## src/rtl/xbar_epoch_sched_pkg.sv

```systemverilog
// xbar_pkg: shared constants, port typedefs and scheduler FSM states for xbar_epoch_sched.
package xbar_pkg;
   localparam int N_PORTS_DEFAULT = 4;
   localparam int PORT_W = $clog2(N_PORTS_DEFAULT);
   typedef logic [PORT_W-1:0] port_idx_t;
   typedef logic [N_PORTS_DEFAULT-1:0] port_vec_t;
   typedef enum logic [1:0] {IDLE, GRANT, ACCEPT, HOLD} sched_state_e;
endpackage

```

## src/rtl/xbar_epoch_sched_if.sv

```systemverilog
// xbar_epoch_sched_if: control, VOQ occupancy and match outputs of the epoch scheduler.
// Stat ports exist only when XBAR_SCHED_STATS_EN is defined.
interface xbar_epoch_sched_if #(
   parameter int N_PORTS = xbar_pkg::N_PORTS_DEFAULT,
   parameter int EPOCH_W = 8
);
   localparam int PW = $clog2(N_PORTS);
   logic sched_en;
   logic [EPOCH_W-1:0] epoch_len;
   logic [N_PORTS*N_PORTS-1:0] voq_nonempty;
   logic match_valid;
   logic epoch_start;
   logic [N_PORTS-1:0] match_in_vld;
   logic [N_PORTS*PW-1:0] match_in2out;
   logic busy;
`ifdef XBAR_SCHED_STATS_EN
   logic [PW-1:0] stat_sel;
   logic [31:0] stat_count;
   modport master (output sched_en, epoch_len, voq_nonempty, stat_sel,
                   input match_valid, epoch_start, match_in_vld, match_in2out, busy, stat_count);
   modport slave (input sched_en, epoch_len, voq_nonempty, stat_sel,
                  output match_valid, epoch_start, match_in_vld, match_in2out, busy, stat_count);
`else
   modport master (output sched_en, epoch_len, voq_nonempty,
                   input match_valid, epoch_start, match_in_vld, match_in2out, busy);
   modport slave (input sched_en, epoch_len, voq_nonempty,
                  output match_valid, epoch_start, match_in_vld, match_in2out, busy);
`endif
endinterface

```

## src/rtl/xbar_epoch_sched_rr_pick.sv

```systemverilog
// rr_pick: round-robin arbiter, first set request found cyclically from ptr.
module rr_pick #(
   parameter int N = 4
) (
   input  logic [N-1:0]         req,
   input  logic [$clog2(N)-1:0] ptr,
   output logic [$clog2(N)-1:0] idx,
   output logic                 found
);
   localparam int PW = $clog2(N);
   // scan farthest first so the candidate closest to ptr overwrites the rest
   always_comb begin
      idx = '0;
      found = 1'b0;
      for (int k = N - 1; k >= 0; k--) begin
         if (req[ptr + PW'(k)]) begin
            idx = ptr + PW'(k);
            found = 1'b1;
         end
      end
   end
endmodule

```

## src/rtl/xbar_epoch_sched.sv

```systemverilog
// xbar_epoch_sched: one-iteration iSLIP crossbar scheduler holding each match for an epoch.
// Define XBAR_SCHED_STATS_EN to add per-egress match counters read through stat_sel/stat_count.
module xbar_epoch_sched
   import xbar_pkg::*;
#(
   parameter int N_PORTS = N_PORTS_DEFAULT,
   parameter int EPOCH_W = 8
) (
   input logic clk,
   input logic reset,
   xbar_epoch_sched_if.slave bus
);
   localparam int PW = $clog2(N_PORTS);
   sched_state_e state;
   logic [N_PORTS*N_PORTS-1:0] req_snap;
   logic [N_PORTS-1:0][PW-1:0] g_ptr, a_ptr, g_idx, g_idx_c, acc_idx;
   logic [N_PORTS-1:0] g_vld, g_vld_c, acc_found;
   logic [EPOCH_W-1:0] hold_cnt;
   logic [N_PORTS*PW-1:0] m2o_nxt;
   for (genvar j = 0; j < N_PORTS; j++) begin : g_grant
      logic [N_PORTS-1:0] col;
      always_comb for (int i = 0; i < N_PORTS; i++) col[i] = req_snap[i*N_PORTS+j];
      rr_pick #(.N(N_PORTS)) u_pick (.req(col), .ptr(g_ptr[j]), .idx(g_idx_c[j]), .found(g_vld_c[j]));
   end
   for (genvar i = 0; i < N_PORTS; i++) begin : g_accept
      logic [N_PORTS-1:0] row;
      always_comb for (int j = 0; j < N_PORTS; j++) row[j] = g_vld[j] && (g_idx[j] == PW'(i));
      rr_pick #(.N(N_PORTS)) u_pick (.req(row), .ptr(a_ptr[i]), .idx(acc_idx[i]), .found(acc_found[i]));
   end
   always_comb begin
      m2o_nxt = '0;
      for (int i = 0; i < N_PORTS; i++) m2o_nxt[i*PW +: PW] = acc_found[i] ? acc_idx[i] : '0;
   end
   always_ff @(posedge clk or negedge reset) begin
      if (!reset) begin
         state <= IDLE;
         req_snap <= '0;
         g_ptr <= '0;
         a_ptr <= '0;
         g_vld <= '0;
         g_idx <= '0;
         hold_cnt <= '0;
         bus.match_valid <= 1'b0;
         bus.epoch_start <= 1'b0;
         bus.match_in_vld <= '0;
         bus.match_in2out <= '0;
         bus.busy <= 1'b0;
      end else begin
         case (state)
            IDLE: if (bus.sched_en) begin
               req_snap <= bus.voq_nonempty;
               bus.busy <= 1'b1;
               state <= GRANT;
            end
            GRANT: begin
               g_vld <= g_vld_c;
               g_idx <= g_idx_c;
               state <= ACCEPT;
            end
            ACCEPT: begin
               bus.match_in_vld <= acc_found;
               bus.match_in2out <= m2o_nxt;
               bus.match_valid <= 1'b1;
               bus.epoch_start <= 1'b1;
               hold_cnt <= (bus.epoch_len == '0) ? EPOCH_W'(1) : bus.epoch_len;
               // each egress grants one ingress, so at most one accepted pair touches g_ptr[j]
               for (int i = 0; i < N_PORTS; i++) begin
                  if (acc_found[i]) begin
                     a_ptr[i] <= acc_idx[i] + PW'(1);
                     g_ptr[acc_idx[i]] <= PW'(i + 1);
                  end
               end
               state <= HOLD;
            end
            HOLD: begin
               bus.epoch_start <= 1'b0;
               hold_cnt <= hold_cnt - EPOCH_W'(1);
               if (hold_cnt == EPOCH_W'(1)) begin
                  bus.match_valid <= 1'b0;
                  bus.match_in_vld <= '0;
                  bus.match_in2out <= '0;
                  bus.busy <= bus.sched_en;
                  req_snap <= bus.sched_en ? bus.voq_nonempty : req_snap;
                  state <= bus.sched_en ? GRANT : IDLE;
               end
            end
            default: state <= IDLE;
         endcase
      end
   end
`ifdef XBAR_SCHED_STATS_EN
   logic [N_PORTS-1:0] out_hit;
   logic [31:0] stat_cnt [N_PORTS];
   always_comb begin
      out_hit = '0;
      for (int i = 0; i < N_PORTS; i++) if (acc_found[i]) out_hit[acc_idx[i]] = 1'b1;
   end
   always_ff @(posedge clk or negedge reset) begin
      if (!reset) begin
         for (int j = 0; j < N_PORTS; j++) stat_cnt[j] <= '0;
         bus.stat_count <= '0;
      end else begin
         for (int j = 0; j < N_PORTS; j++)
            if (state == ACCEPT && out_hit[j] && stat_cnt[j] != '1) stat_cnt[j] <= stat_cnt[j] + 32'd1;
         bus.stat_count <= stat_cnt[bus.stat_sel];
      end
   end
`endif
endmodule
```

## src/flat_wrapper.sv

```systemverilog
// flat-port wrapper written by rule: the top's interface ports become plain ports
module xbar_epoch_sched_flat import xbar_pkg::*;
#(
   parameter int N_PORTS = N_PORTS_DEFAULT,
   parameter int EPOCH_W = 8
)
  (clk, reset, bus_sched_en, bus_epoch_len, bus_voq_nonempty, bus_match_valid, bus_epoch_start, bus_match_in_vld, bus_match_in2out, bus_busy);
  xbar_epoch_sched_if #(.N_PORTS(N_PORTS), .EPOCH_W(EPOCH_W)) bus_i ();
  input logic clk;
  input logic reset;
  input wire logic [$bits(bus_i.sched_en)-1:0] bus_sched_en;
  input wire logic [$bits(bus_i.epoch_len)-1:0] bus_epoch_len;
  input wire logic [$bits(bus_i.voq_nonempty)-1:0] bus_voq_nonempty;
  output wire logic [$bits(bus_i.match_valid)-1:0] bus_match_valid;
  output wire logic [$bits(bus_i.epoch_start)-1:0] bus_epoch_start;
  output wire logic [$bits(bus_i.match_in_vld)-1:0] bus_match_in_vld;
  output wire logic [$bits(bus_i.match_in2out)-1:0] bus_match_in2out;
  output wire logic [$bits(bus_i.busy)-1:0] bus_busy;
  assign bus_i.sched_en = bus_sched_en;
  assign bus_i.epoch_len = bus_epoch_len;
  assign bus_i.voq_nonempty = bus_voq_nonempty;
  assign bus_match_valid = bus_i.match_valid;
  assign bus_epoch_start = bus_i.epoch_start;
  assign bus_match_in_vld = bus_i.match_in_vld;
  assign bus_match_in2out = bus_i.match_in2out;
  assign bus_busy = bus_i.busy;
  xbar_epoch_sched #(.N_PORTS(N_PORTS), .EPOCH_W(EPOCH_W)) u_core (.clk(clk), .reset(reset), .bus(bus_i));
endmodule
```

## config.mk

```make
export PLATFORM = sky130hd
export DESIGN_NAME = xbar_epoch_sched_flat
export DESIGN_NICKNAME = d
export VERILOG_FILES = /design/src/rtl/xbar_epoch_sched_pkg.sv /design/src/rtl/xbar_epoch_sched_if.sv /design/src/rtl/xbar_epoch_sched_rr_pick.sv /design/src/rtl/xbar_epoch_sched.sv /design/src/flat_wrapper.sv
export SDC_FILE = /design/constraint.sdc
export NUM_CORES = 1
export LEC_CHECK = 0
export CORE_MARGIN = 4
export CORE_UTILIZATION = 57
export DETAILED_ROUTE_END_ITERATION = 8
export HOLD_SLACK_MARGIN = 0.03
export PLACE_DENSITY = 0.84
export SLEW_MARGIN = 20
export SYNTH_ARGS = -nofsm -noshare
export SYNTH_HDL_FRONTEND = slang
export SYNTH_SLANG_ARGS = --single-unit
```

## constraint.sdc

```tcl
create_clock -name clk -period 3 [get_ports clk]
set_clock_uncertainty 0.05 [all_clocks]
set_input_delay 0.45 -clock clk [delete_from_list [all_inputs] [get_ports clk]]
set_output_delay 0.45 -clock clk [all_outputs]
set_load 0.005 [all_outputs]
```

==> summary by stage <==
Pwr
Power spread over the standard cell area amounts to 1190 mW/mm2. VDD sags by at most 0.555 mV. The share of total power in the clock network is 14.9%. The register share of total power is 32.4%. The switching power total is 2.53 mW. Net switching is 44.0% of the power.

The part of the power in combinational logic is 52.7%. The overall power consumption is 5.76 mW. The internal portion of the total power is 3.22 mW. The analysis attributes to cell leakage a power of 2.14 nW.

Synth
The number of synthesized register bits is 69. The part of the Yosys area used for sequential elements is 41.5%. The post-synthesis async set-or-reset flop share is 100%. The synthesized netlist occupies a cell area of 0.00416 mm2. The number of nets in the synthesized netlist is 481. The netlist uses 56 different library cells.

After synthesis, the mean cell area works out to 9.56 um2. The cell count after synthesis is 435. During synthesis, Yosys emitted a total of 0 warnings. The most instantiated flip-flop cell in the synthesis netlist is dfrtp_1. In this run, synthesis inferred 0 flip-flops with an integrated enable.

Worst setup path
The endpoint arrival time on the critical path is 2.66 ns. The endpoint type of the worst setup path is a register. The required time at the endpoint of the critical path is 3.21 ns. The critical path is of the reg -> reg type. On the worst path, the slowest cell contributes a delay of 0.54 ns. The critical path goes through nand3_1, o21bai_1, a221oi_1, inv_1, ha_1, a32o_1, a21oi_1. Counting both buffers and inverters, the worst setup path holds a total of 1. Along the worst path, the maximum fanout reaches 7.

The cell family with the largest share of critical-path delay is compound AO/OA/AOI/OAI gates. On the critical path, the stage with the largest delay is an instance of a221oi_1. The worst setup path is launched from a register.

Drt
Summed over all layers, the routed wires come to 10200 um. The violation count after the first detailed-routing iteration is 400. The number of routed nets with antenna violations is 0. Before antenna repair, the detailed router went through 5 iterations. The total DRC errors in the routed layout is 0. After detailed routing, the average wire length per cell comes to 17.7 um. Across all layers, the routed design uses 3517 vias.

The via density per instance is 6.11.

Run status
The run finished with clean final reports.

STA
The clock period could shrink to 2.45 ns. On the final layout, the worst hold slack is 0.119 ns. The number of endpoints failing setup at the final stage is 0.

The maximum clock frequency is 409 MHz. The post-route fraction of the period consumed by the critical path is 81.6%. The total count of hold-check failures in the final report is 0. The slew at the pin closest to its max-slew limit is 0.763 ns. Setup repair after global routing left no endpoint under its margin. After routing, the total negative slack on setup checks comes to 0 ns. The worst slew margin relative to its limit is 49.1%.

The number of slew-limit violations in the final report is 0.

Global route
The pin count of the biggest net entering global routing is 35. The via count of the first global-routing pass is 3428. For this run, the total global-route usage over all layers was measured as 24.6%.

The initial antenna violation count is 0. Global routing finished with a remaining overflow of 0. The first global-routing pass estimated 16700 um of wire.

Floorplanning
The initial core utilization is 59.9%. The die height is 93.4 um. The standard-cell row count is 30. The floorplan step set the die width to 93.4 um. The floorplan step defined a die boundary enclosing 0.00872 mm2.

The total area inside the core boundary comes to 0.00694 mm2. The top-level port count is 42.

Clock network
Clock-pin slew was measured on the worst setup and hold paths at 0.08 ns. The root buffer cell is clkbuf_8. The total number of H-tree levels is 3.

Hold repair after CTS inserted 0 buffers. The clock sink count is 69. Gates resized during post-CTS repair numbered 0. The clock insertion delay at the later pin of the skew report is 0.35 ns. The number of clock buffers inserted by TritonCTS is 9.

The clock passes through at most 2 buffers. The number of buffers inserted to repair setup after CTS is 0. The TritonCTS clock tree is built.

Worst hold path
The type of the worst min-delay path is in -> async.

Placement
The congestion estimate from routability-driven global placement came to 0.987. The number of placed instances, taps included, is 560. During placement, the flow inserted port buffers numbering 41. Detailed placement finished with a half-perimeter wire length of 7410 um.

Cells and area
The total inserted antenna cells is 0. The non-filler instance count after layout is 576. After the last flow step, the layout net total stands at 521. The layout overhead on the synthesized area is 16.8%. The fraction of layout instances using a drive strength above 1 is 11.5%.

Flow run
The total of max-cap violations is 0.
## flip-flops by register name (all words and copies together) (netlist names)
| name | count |
|---|---|
| u_core.state | 2 |
| u_core.req_snap | 16 |
| u_core.a_ptr | 8 |
| u_core.bus.match_in2out | 8 |
| u_core.bus.match_valid | 1 |
| u_core.bus.match_in_vld | 4 |
| u_core.g_idx | 8 |
| u_core.bus.epoch_start | 1 |
| u_core.g_ptr | 8 |
| u_core.bus.busy | 1 |
| u_core.g_vld | 4 |
| u_core.hold_cnt | 8 |
## worst paths after layout
check                      slack [ns]                    endpoint                        from  cells after the start
max                              0.55             u_core.g_ptr[4]             u_core.g_idx[6]                      7
min                              0.12          u_core.req_snap[9]                       reset                      1
max reg2reg                      0.55             u_core.g_ptr[4]             u_core.g_idx[6]                      7
min reg2reg                      0.45  u_core.bus.match_in_vld[0]  u_core.bus.match_in_vld[0]                      1
max in group asynchronous        2.03          u_core.hold_cnt[5]                       reset                      2
min in group clk                 0.45  u_core.bus.match_in_vld[0]  u_core.bus.match_in_vld[0]                      1
## cell type report
cell class / count / area, um2
Clock inverter: 5 / 82.6
Clock buffer: 11 / 141
Sequential cell: 69 / 1730
Timing Repair Buffer: 45 / 435
Inverter: 34 / 128
Tap cell: 96 / 120
Fill cell: 531 / 2090
Multi-Input combinational cell: 316 / 2220
## synth_stat cells (3+ instances only)
cell type	number	area [um2]
nand2_1	31	116
a32o_1	3	30.0
dfrtp_1	69	1730
nor2_1	28	105
o21ai_0	41	205
nand3b_1	5	37.5
a22o_1	7	61.3
mux2_4	10	150
a21o_1	4	30.0
clkbuf_1	11	41.3
inv_1	34	128
a22oi_1	3	22.5
xnor2_1	3	26.3
o22ai_1	7	43.8
xor2_1	3	26.3
and3b_1	4	35.0
o211ai_1	5	37.5
mux2i_1	8	80.1
a31oi_1	3	18.8
nand2b_1	4	25.0
nor3_1	3	15.0
mux2_2	14	158
or3b_2	4	35.0
ha_1	19	238
nand3_1	9	45.0
a21oi_1	35	175
o2bb2ai_1	4	35.0
a211oi_1	7	52.6
nor4_1	6	37.5
nand4_1	3	18.8
nor2b_1	9	56.3
and2_1	3	18.8
nor3b_1	5	37.5
## routing by layer
layer / global-route usage (%) / part of all wire [%]
met1: 29.9 / 40
met2: 42.1 / 51
met3: 5.07 / 6.0
met4: 10.7 / 2.9
met5: 0 / 0
## per-stage QoR
step	instance area (um2)	util, %	setup WS [ns]
2_1_floorplan	4160	-	0.775
3_3_place_gp	4630	66.7	0.721
3_5_place_dp	4630	66.7	0.661
4_1_cts	4850	69.9	0.599
5_1_grt	4850	69.9	0.388
6_report	4850	69.9	0.552
## cell families after synthesis
| family | synth area share (%) |
|---|---|
| buf+inv | 5.06 |
| simple gates | 16.6 |
| mux | 9.33 |
| xor+xnor | 1.26 |
| compound gates | 20.5 |
| fa+ha+maj | 5.72 |
| flops | 41.5 |
## power by group through the flow
stage          Sequential (mW)  Combinational, mW  Clock, mW
2_1_floorplan             1.72               2.25          0
5_1_grt                   1.93               3.35      0.903
3_3_place_gp              1.82               2.84          0
4_1_cts                   1.85               2.99      0.859
3_5_place_dp              1.87               2.95          0
6_report                  1.87               3.03      0.858
## placed cells by master, fill, tap and decap left out, drive strengths merged, types with 4 or more instances in the layout
cell	n
dfrtp	69
o21ai	42
clkdlybuf4s50	40
a21oi	35
inv	35
nand2	31
nor2	28
mux2	24
ha	19
clkbuf	11
nor2b	9
nand3	9
mux2i	8
a22o	7
o22ai	7
a211oi	7
nor4	6
o211ai	5
nor3b	5
nand3b	5
buf	5
nand2b	4
or3b	4
a21o	4
o2bb2ai	4
and3b	4
and2	4
Power figures use the tool's default switching activity.
